--- src/rtl/p2s_sched_pkg.sv ---
// Shared types and default sizing for the parallel-to-serial round-robin scheduler.
package p2s_sched_pkg;

  typedef enum logic {
    IDLE  = 1'b0,
    SHIFT = 1'b1
  } p2s_state_e;

  localparam int unsigned NUM_REQ_DEF = 4;
  localparam int unsigned DATA_W_DEF  = 4;

endpackage

--- src/rtl/rr_arbiter.sv ---
// Combinational round-robin arbiter: picks the first set request at or above ptr,
// wrapping at NUM_REQ, and reports it as a one-hot grant (gated by en) and an index.
module rr_arbiter #(
  parameter int unsigned NUM_REQ = 4
) (
  input  logic [NUM_REQ-1:0]         req,
  input  logic [$clog2(NUM_REQ)-1:0] ptr,
  input  logic                       en,
  output logic [NUM_REQ-1:0]         gnt,
  output logic [$clog2(NUM_REQ)-1:0] idx
);

  localparam int unsigned IDX_W = $clog2(NUM_REQ);

  logic [IDX_W:0]   sum;
  logic [IDX_W-1:0] cand;
  logic             found;

  // Search upward from ptr with explicit wrap; the first hit wins.
  always_comb begin
    gnt   = '0;
    idx   = '0;
    found = 1'b0;
    sum   = '0;
    cand  = '0;
    for (int unsigned i = 0; i < NUM_REQ; i++) begin
      sum = {1'b0, ptr} + (IDX_W+1)'(i);
      if (sum >= (IDX_W+1)'(NUM_REQ)) begin
        sum = sum - (IDX_W+1)'(NUM_REQ);
      end
      cand = sum[IDX_W-1:0];
      if (!found && req[cand]) begin
        found = 1'b1;
        idx   = cand;
      end
    end
    if (en && found) begin
      gnt[idx] = 1'b1;
    end
  end

endmodule

--- src/rtl/p2s_rr_scheduler.sv ---
// Shares one parallel-to-serial shifter among NUM_REQ requesters. A grant captures the
// winner's word; bits leave MSB-first under valid/ready, and the next grant is taken in
// the cycle the last bit is accepted so consecutive words run without a bubble.
module p2s_rr_scheduler
  import p2s_sched_pkg::*;
#(
  parameter int unsigned NUM_REQ = NUM_REQ_DEF,
  parameter int unsigned DATA_W  = DATA_W_DEF
) (
  input  logic                       clk,
  input  logic                       reset,
  input  logic [NUM_REQ-1:0]         req_i,
  input  logic [NUM_REQ*DATA_W-1:0]  data_i,
  output logic [NUM_REQ-1:0]         gnt_o,
  output logic                       serial_o,
  output logic                       valid_o,
  input  logic                       ready_i,
  output logic                       last_o,
  output logic [$clog2(NUM_REQ)-1:0] src_o,
  output logic                       empty_o
);

  localparam int unsigned IDX_W = $clog2(NUM_REQ);
  localparam int unsigned CNT_W = $clog2(DATA_W);
  localparam logic [CNT_W-1:0] CNT_LAST = CNT_W'(DATA_W - 1);

  p2s_state_e         state_q, state_d;
  logic [IDX_W-1:0]   ptr_q, ptr_d;
  logic [CNT_W-1:0]   cnt_q, cnt_d;
  logic [DATA_W-1:0]  shreg_q, shreg_d;
  logic [IDX_W-1:0]   src_q, src_d;

  logic               adv;
  logic               at_last;
  logic               opp;
  logic               granted;
  logic [NUM_REQ-1:0] arb_gnt;
  logic [IDX_W-1:0]   arb_idx;
  logic [DATA_W-1:0]  win_word;

  assign valid_o  = (state_q == SHIFT);
  assign empty_o  = (state_q == IDLE);
  assign serial_o = valid_o & shreg_q[DATA_W-1];
  assign last_o   = valid_o & (cnt_q == CNT_LAST);
  assign src_o    = src_q;
  assign gnt_o    = arb_gnt;

  assign adv     = valid_o & ready_i;
  assign at_last = valid_o & (cnt_q == CNT_LAST);
  assign opp     = (state_q == IDLE) | (adv & at_last);
  assign granted = |arb_gnt;

  rr_arbiter #(
    .NUM_REQ (NUM_REQ)
  ) u_arb (
    .req (req_i),
    .ptr (ptr_q),
    .en  (opp),
    .gnt (arb_gnt),
    .idx (arb_idx)
  );

  // Select the winning requester's word with a constant-indexed mux.
  always_comb begin
    win_word = '0;
    for (int unsigned r = 0; r < NUM_REQ; r++) begin
      if (arb_idx == IDX_W'(r)) begin
        win_word = data_i[r*DATA_W +: DATA_W];
      end
    end
  end

  // Next-state and datapath: a grant takes priority over the shift on the last beat.
  always_comb begin
    state_d = state_q;
    ptr_d   = ptr_q;
    cnt_d   = cnt_q;
    shreg_d = shreg_q;
    src_d   = src_q;
    if (granted) begin
      state_d = SHIFT;
      shreg_d = win_word;
      cnt_d   = '0;
      src_d   = arb_idx;
      ptr_d   = (arb_idx == IDX_W'(NUM_REQ - 1)) ? '0 : arb_idx + IDX_W'(1);
    end else if (adv) begin
      if (at_last) begin
        state_d = IDLE;
        shreg_d = '0;
        cnt_d   = '0;
      end else begin
        shreg_d = {shreg_q[DATA_W-2:0], 1'b0};
        cnt_d   = cnt_q + CNT_W'(1);
      end
    end
  end

  // State register with synchronous reset; reset also drops any word mid-shift.
  always_ff @(posedge clk) begin
    if (reset) begin
      state_q <= IDLE;
      ptr_q   <= '0;
      cnt_q   <= '0;
      shreg_q <= '0;
      src_q   <= '0;
    end else begin
      state_q <= state_d;
      ptr_q   <= ptr_d;
      cnt_q   <= cnt_d;
      shreg_q <= shreg_d;
      src_q   <= src_d;
    end
  end

endmodule
--- config.mk ---
export PLATFORM = sky130hd
export DESIGN_NAME = p2s_rr_scheduler
export DESIGN_NICKNAME = d
export VERILOG_FILES = /design/src/rtl/p2s_sched_pkg.sv /design/src/rtl/rr_arbiter.sv /design/src/rtl/p2s_rr_scheduler.sv
export SDC_FILE = /design/constraint.sdc
export NUM_CORES = 1
export LEC_CHECK = 0
export BUFFER_PORTS_ARGS = -buffer_cell sky130_fd_sc_hd__buf_2
export CORE_MARGIN = 1
export CORE_UTILIZATION = 45
export CTS_CLUSTER_SIZE = 12
export DETAILED_ROUTE_END_ITERATION = 10
export PLACE_DENSITY = 0.8
export SYNTH_ARGS = -nofsm -noshare
export SYNTH_HDL_FRONTEND = slang
export SYNTH_SLANG_ARGS = --single-unit
--- constraint.sdc ---
create_clock -name clk -period 6.1 [get_ports clk]
set_input_delay 0.305 -clock clk [delete_from_list [all_inputs] [get_ports clk]]
set_output_delay 0.305 -clock clk [all_outputs]
set_load 0.005 [all_outputs]
==> impl_summary.md, run 1 <==
Outcome
The flow ran to the end, and the final reports show no timing, DRC or antenna violations.

Worst setup path
The arrival time at the worst endpoint is roughly 2800 ps. The type of element launching the critical path is a flop. The critical path class is reg2reg. For flop-to-flop paths, the worst setup slack is between 3000 and 4000 ps. The number of cells on the worst reg-to-reg path is 8. STA puts the critical path data required time at 6310 ps. The maximum fanout along the worst path is 18. STA classifies the critical path endpoint as a flop.

Yosys
For this run, asynchronously set or reset flops after synthesis account for 0%. Synthesis produced a netlist with a net count of approximately 120. After synthesis the cells add up to approximately 810 µm². The synthesized design contains 0 enable-type register cells. Synthesis inferred 11 register bits. The average cell area after synthesis is a little under 9 µm².

For this run, the leading register cell type out of synthesis is dfxtp_1. The yosys synthesis warning count is 0. For this run, the register share of the synthesized area comes to 27.20%. The number of different library cells used by synthesis comes to 34. The number of standard cells after synthesis is between 90 and 100.

Routing
The antenna violation net count after detailed routing is 0. Before antenna repair, the detailed router went through 4 iterations. In the routed design, unresolved DRC markers number 0. For this block, the via count after detailed routing is slightly below 800.

The detailed router finished its first iteration with 16 violations. The mean routed wirelength per cell is 12.20 µm. After detailed routing, the total wire length is roughly 1800 µm. Dividing the detail-routed via count by the number of cells gives 5.240.

Final layout
The final design area excluding fillers is 1006 µm². The net count of the finished layout is ~160. The number of antenna diodes in the final layout is 0.

The ratio of cells with drive above 1 in the final layout is between 30% and 40%. The synthesis-to-layout area growth is 24.27%.

Power and ir drop
The power density over the cells is 392.5 nW/µm². For this design the static power due to leakage is roughly 0.43 nW. The maximum vdd ir drop is about 0.00019 V.

Min path
The type of the worst min-delay path is in2reg. The depth of the worst hold-timing path is 2.

Clock tree
The count of instances resized after the clock tree is built is 0. The number of setup buffers added after CTS is 0. The CTS H-tree depth is 1. The clock-pin slew on the worst setup and hold paths is about 70 ps. Buffers inserted during clock tree synthesis total 3. The clock latency at the later pin of the worst-skew pair is ~270 ps. Clock tree synthesis selected as its root buffer the cell clkbuf_4. Counting along the longest clock path gives a buffer depth of 2. The CTS tree is yes.

Clock tree synthesis found a total of 11 sinks. For this design, the CTS-stage hold fixing added 0 buffers.

STA
Derived from the worst setup path, the maximum achievable clock frequency is 0.3849 GHz. The routed design could run at a clock period as short as 2598 ps. The total count of max-transition violations in the final report is 0.

The final number of hold-violating endpoints is 0. The setup violation total in the final timing report is 0. Summed over all failing endpoints, the final setup total negative slack is 0 ps. Setup repair after global routing left no endpoint under its margin. Between clock sinks in the finished design, the worst skew comes to roughly 3.6 ps.

The final worst-path cycle share is between 40% and 50%. For the pin with the worst max-slew slack, the measured transition is 666.4 ps. In this run the tightest slew margin relative to its limit is between 50% and 60%.

Floorplan
Once the floorplan was initialized, standard cells occupied 50.78% of the core. The number of primary I/O pins is 33. The die footprint is 1973 µm². Measured along the y axis, the die boundary spans about 44 µm.

After floorplanning, the core was divided into 14 placement rows. The placeable core region is roughly 1600 µm². The width of the chip is around 44 µm.

Global routing
The number of global-route vias before repair is roughly 780. The wire length of the first global-routing pass is 3229 µm. The initial antenna violation count is 0. After global routing the overflow that remains totals 0. Across every metal layer, demand over resource in global routing totals 23.06%. The maximum number of pins on one net before global-route repair is 19.

Place
The global placer's final weighted congestion is around 0.73. The count of buffers from port buffering is 32. Summed over all nets, the half-perimeter wirelength after detailed placement is about 1500 µm. The post-place instance area is ~980 µm².

Job
The number of maximum-capacitance violations is 0.
[area by class of cell]
type / count / area [µm²]
clock buffer: 4 / 26.28
fill: 161 / 588.1
inverter: 4 / 15.01
multi-input combinational: 75 / 554.3
sequential: 11 / 220.2
tap: 24 / 30.03
timing repair buffer: 32 / 160.2
[registers in the layout, summed over array words and instances, names as in the netlist]
register,count
shreg_q,4
cnt_q,2
ptr_q,2
src_o,2
valid_o,1
[routing by layer]
metal / GRT usage [%] / vias up / wire length (µm)
met1: 23.31 / 354 / 724
met2: 42.06 / 21 / 999
li1: - / 407 / -
met4: 11.52 / 0 / 34
met5: 0 / - / 0
met3: 7.347 / 4 / 72
[cell usage in the layout (no fill, tap or decap), drive strengths merged, types with 2 or more instances in the layout]
cell type  instances
clkbuf             4
dfxtp             11
inv                4
nor2b              4
nand2b             3
nor4               3
nand2             10
o211ai             4
a21boi             2
mux2i              2
ha                 5
and2               5
o221ai             3
buf               32
a21oi              4
nor2               7
nor3               5
nor3b              3
a211oi             7
[worst max-delay path, stage by stage, from the launching register on]
cell and delay, ps:
dfxtp_1 380, nor2b_1 100, nor4b_1 410, or2_2 230, ha_1 370, nor4_4 100, nor3_4 530, o311ai_0 250
a21oi_1 160
[stage by stage]
stage | instances | setup slack, ps | hold slack [ps] | utilization, % | power [mW]
2_1_floorplan | 93 | 4020 | 384.3 | - | 0.2960
3_3_place_gp | 146 | 3521 | 466.0 | 61.46 | 0.3391
3_5_place_dp | 146 | 3377 | 461.7 | 61.46 | 0.3475
4_1_cts | 150 | 3493 | 337.9 | 63.11 | 0.3998
5_1_grt | 150 | 3250 | 343.6 | 63.11 | 0.4321
6_report | 150 | 3502 | 346.9 | 63.11 | 0.3949
[kinds of logic (layout without fill, tap and decap cells)]
family,after synthesis,after routing,share of synthesized area (%)
buffers and inverters,7,40,4.326
AOI/OAI and AO/OA,25,25,24.73
muxes,2,2,2.473
and+or+nand+nor,43,43,33.54
DFF,11,11,27.20
adders and majority gates,5,5,7.728
[cells in the mapped netlist, drive strengths merged (3+ instances only)]
library cell | count | share of area [%]
a21oi | 4 | 2.9
nor3 | 5 | 4.5
ha | 5 | 7.7
nand2 | 10 | 4.6
nor2b | 4 | 3.1
o211ai | 4 | 3.7
nor3b | 3 | 2.8
nor4 | 3 | 6.0
nand2b | 3 | 2.3
inv | 4 | 1.9
nor2 | 7 | 3.6
o221ai | 3 | 3.2
a211oi | 7 | 7.1
and2 | 5 | 3.9
dfxtp | 11 | 27
[final timing paths]
path | start | end
worst max-delay path | ptr_q[0] | src_o[1]
worst min register to register | src_o[0] | src_o[0]
worst max register to register | ptr_q[0] | src_o[1]
worst min-delay path | reset | ptr_q[0]
[where the power goes]
group	switching, mW	internal [mW]
Combinational	0.126	0.105
Sequential	0.0171	0.0969
Clock	0.0251	0.0254
Note: power is estimated with default switching activity, not from simulation.
==> inputs of run 2 (changes only) <==
ABC_AREA = 1   (was unset)
clock period = 2.23 ns   (was 6.1 ns; I/O delays follow)
==> impl_summary.md, run 2 <==
Clock tree
The maximum count of clock buffers along a single path was 2 (unchanged). The clock-pin slew on the worst setup and hold paths was 80 ps (about the same). TritonCTS built the clock tree. The total of hold buffers inserted after clock tree synthesis came to 0 (unchanged). The TritonCTS sink count is 11 (unchanged).

The CTS H-tree depth is 1 (unchanged). The clock root buffer is clkbuf_4. The clock latency at the later pin of the worst-skew pair is 270 ps (about the same).

The clock buffer count from CTS is 3 (unchanged).

STA
The setup violation total in the final timing report is 14 (+14). The setup skew after layout is 6.749 ps (+3.111 ps). Setup repair after global routing could not meet its margin everywhere.

The minimum setup slack in the final design is -241.6 ps (-3743 ps). The worst relative slew slack was 80.73% (+25 points). The actual transition at the worst max-transition pin is 288.0 ps (-378.4 ps).

The final period demand of the worst path was 2472 ps (-126.8 ps). The total count of max-transition violations in the final report is 0 (unchanged). The final worst-path cycle share came to 110.8% (+68 points). The final number of hold-violating endpoints was 0 (unchanged).

The maximum clock frequency is 0.4046 GHz (+5.1%).

Yosys
The yosys synthesis warning count is 0 (unchanged). The post-synthesis instance area is 980.9 µm² (+21%). Ranked by instance count, the synthesized netlist is headed by nand2_1, inv_1, a21oi_1. Yosys instantiated no cell more often than nand2_1. The net count of the mapped netlist is 182 (+50%). In the synthesized netlist the dominant register cell turns out to be dfxtp_1.

The register area share after synthesis came to 22.45% (-4.8 points). The number of distinct standard cells referenced by the synthesized netlist came to 21 (-38%). The count of flip-flops with a built-in enable after synthesis is 0 (unchanged). The area fraction of the dominant cell type after synthesis came to 22.45% (-4.8 points).

The number of standard cells after synthesis is 154 (+66%). Of all cell types, the one taking the most synthesized area is dfxtp_1. The fraction of registers with async set/reset is 0% (unchanged). Sorting the synthesized cells by area gives the leading types as dfxtp_1, nand2_1, inv_1.

The number of register bits inferred by synthesis is 11 (unchanged). The average cell area after synthesis is 6.370 µm² (-27%).

Worst setup path
The maximum fanout along the worst path was 8 (-10). The worst path required time is 2430 ps (-3880 ps). The endpoint type of the worst setup path is a flop.

The kind of cell with the highest combined delay on the critical path is simple AND/OR/NAND/NOR gates. The arrival time at the worst endpoint is 2670 ps (-140 ps). The worst register-to-register path begins at ptr_q[0]. The critical path goes through inv_8 -> nand2_2 -> nand2_2 -> nand2_2 -> nand2_4 -> nor2_8 -> nand2_2 -> o211ai_1 -> nand2_2 -> ha_4 -> inv_4 -> nand3_1 -> nand2_1 -> o21ai_0 -> o21ai_0 -> nand2_1 -> a21oi_1.

The number of gates on the worst path with buffers counted is 17 (+9). The type of element launching the critical path is a flop. The number of cells on the worst reg-to-reg path was 17 (+9). The maximum single-stage delay on the critical path came to 410 ps (-120 ps). The combined buffer and inverter count along the critical path was 2 (+2). For this design, the slowest cell found on the critical path is dfxtp_4. The cell repeated most along the worst path is nand2_2. The critical path launch point is ptr_q[0].

The setup path with the least slack is of type reg2reg.

Final layout
The top cell types in the final layout, fill and taps aside, are nand2_1, buf_2, nand2_2. Relative to the synthesized area, the layout overhead comes to 56.12%. The fill cell instance count of the final layout was 137 (-15%). The flip-flop count of the largest register after layout came to 4 (unchanged). The antenna diode count is 0 (unchanged). The register with the highest flop count is shreg_q. The ratio of cells with drive above 1 in the final layout is 52.40% (+17 points). The leading cell type in the layout, fill and taps excluded is nand2_1. The number of nets at the end of the flow came to 237 (+53%). The utilization after layout is 76.50% (+13 points).

Outcome
The run finished, with violations left. The checks that failed: setup timing.

Global routing
The maximum number of pins on one net before global-route repair was 9 (-10). The initial antenna violation count is 0 (unchanged). The wire length of the first global-routing pass came to 4933 µm (+53%). The total grt overflow is 0 (unchanged). The combined global-route utilization of all metal layers is 25.64% (+2.6 points). The number of global-route vias before repair is 1,238 (+60%).

Routing
The total iterations of the first detailed-routing run is 4 (unchanged). The mean routed wirelength per cell is 14.10 µm (+16%). The antenna violation net count after detailed routing is 0 (unchanged). The number of DRC markers in iteration 0 is 39 (+23). The number of design rule violations left after detail routing is 0 (unchanged).

The overall via count from detail_route is 1,271 (+62%). The routed wire length is 3314 µm (+81%). The detailed-route vias per instance is 5.409 (+3.2%).

Job
The number of maximum-capacitance violations is 0 (unchanged).

Min path
The type of the worst min-delay path is in2reg. The depth of the worst hold-timing path is 2 (unchanged). The worst hold path startpoint is reset.

Floorplan
The die footprint is 2371 µm² (+20%). The starting density of the core is 49.00% (-1.8 points). The placeable core region is 2002 µm² (+26%). The floorplan row count is 16 (+2). The number of primary I/O pins was 33 (unchanged). The vertical extent of the die is 48.69 µm (+9.6%). The width of the chip is 48.69 µm (+9.6%).

Place
The global placer's final weighted congestion is 0.8702 (+19%). The sum of net half-perimeters after detailed placement is 1900 µm (+27%). The pre-CTS worst setup slack was -160.4 ps (-3538 ps).

The count of buffers from port buffering is 32 (unchanged).
==> run 2: cell types whose count changed in the layout (fill, tap and decap cells not counted), sizes merged, moves of 7 or more <==
cell	previous run	this run
a211oi	7	0
a21oi	4	12
buf	32	50
inv	4	20
nand2	10	57
nand3	0	12
o21ai	1	14
==> run 2: routing by layer <==
metal / share of wire (%) / GRT usage [%] / vias up / wire, µm
li1: - / - / 618 / -
met1: 42 / 28.05 / 585 / 1378
met2: 52 / 50.69 / 64 / 1734
met3: 5.0 / 2.201 / 4 / 166
met4: 1.1 / 8.333 / 0 / 35
met5: 0 / 0 / - / 0
==> run 2: logic make-up after synthesis <==
kind of cell / synth area share, %
simple gates: 42.48
compound gates: 19.90
buf+inv: 8.801
flops: 22.45
fa+ha+maj: 6.378
==> run 2: worst paths after layout <==
| kind | slack, ps | to |
|---|---|---|
| min reg2reg | 480 | cnt_q[1] |
| max reg2reg | -240 | shreg_q[0] |
| max | -240 | shreg_q[0] |
| min | 60 | shreg_q[1] |
==> run 2: cell type report <==
type / count / area, µm² / area share, %
multi-input cells: 123 / 833.3 / 54.41
clock buffers: 3 / 22.52 / 1.471
well taps: 27 / 33.78 / 2.206
repair buffers: 50 / 314.1 / 20.51
inverters: 20 / 97.59 / 6.373
clock inverters: 1 / 5.005 / 0.3268
flip-flops and latches: 11 / 225.2 / 14.71
==> run 2: timing repair <==
item | in CTS | in global routing
resized for setup | 31 | 33
pin swaps | 14 | 19
buffers inserted | 5 | 1
endpoints found under the setup margin | 15 | 15
cloned | 1 | 0
==> run 2: per-stage QoR <==
stage / cells / cell area (µm²) / hold slack, ps / TNS, ps
after detailed placement: 224 / 1262 / 334.2 / -877.0
after global placement: 224 / 1262 / 335.1 / -436.3
final: 235 / 1531 / 61.92 / -1177
after global routing: 235 / 1531 / 72.74 / -3430
after CTS: 234 / 1429 / 43.00 / -234.2
after floorplan: 154 / 989.7 / 180.6 / 0
Power of run 2 is left out: the tool's default activity adds up to more than one toggle a clock period on the data nets, which glitch-free logic cannot reach.
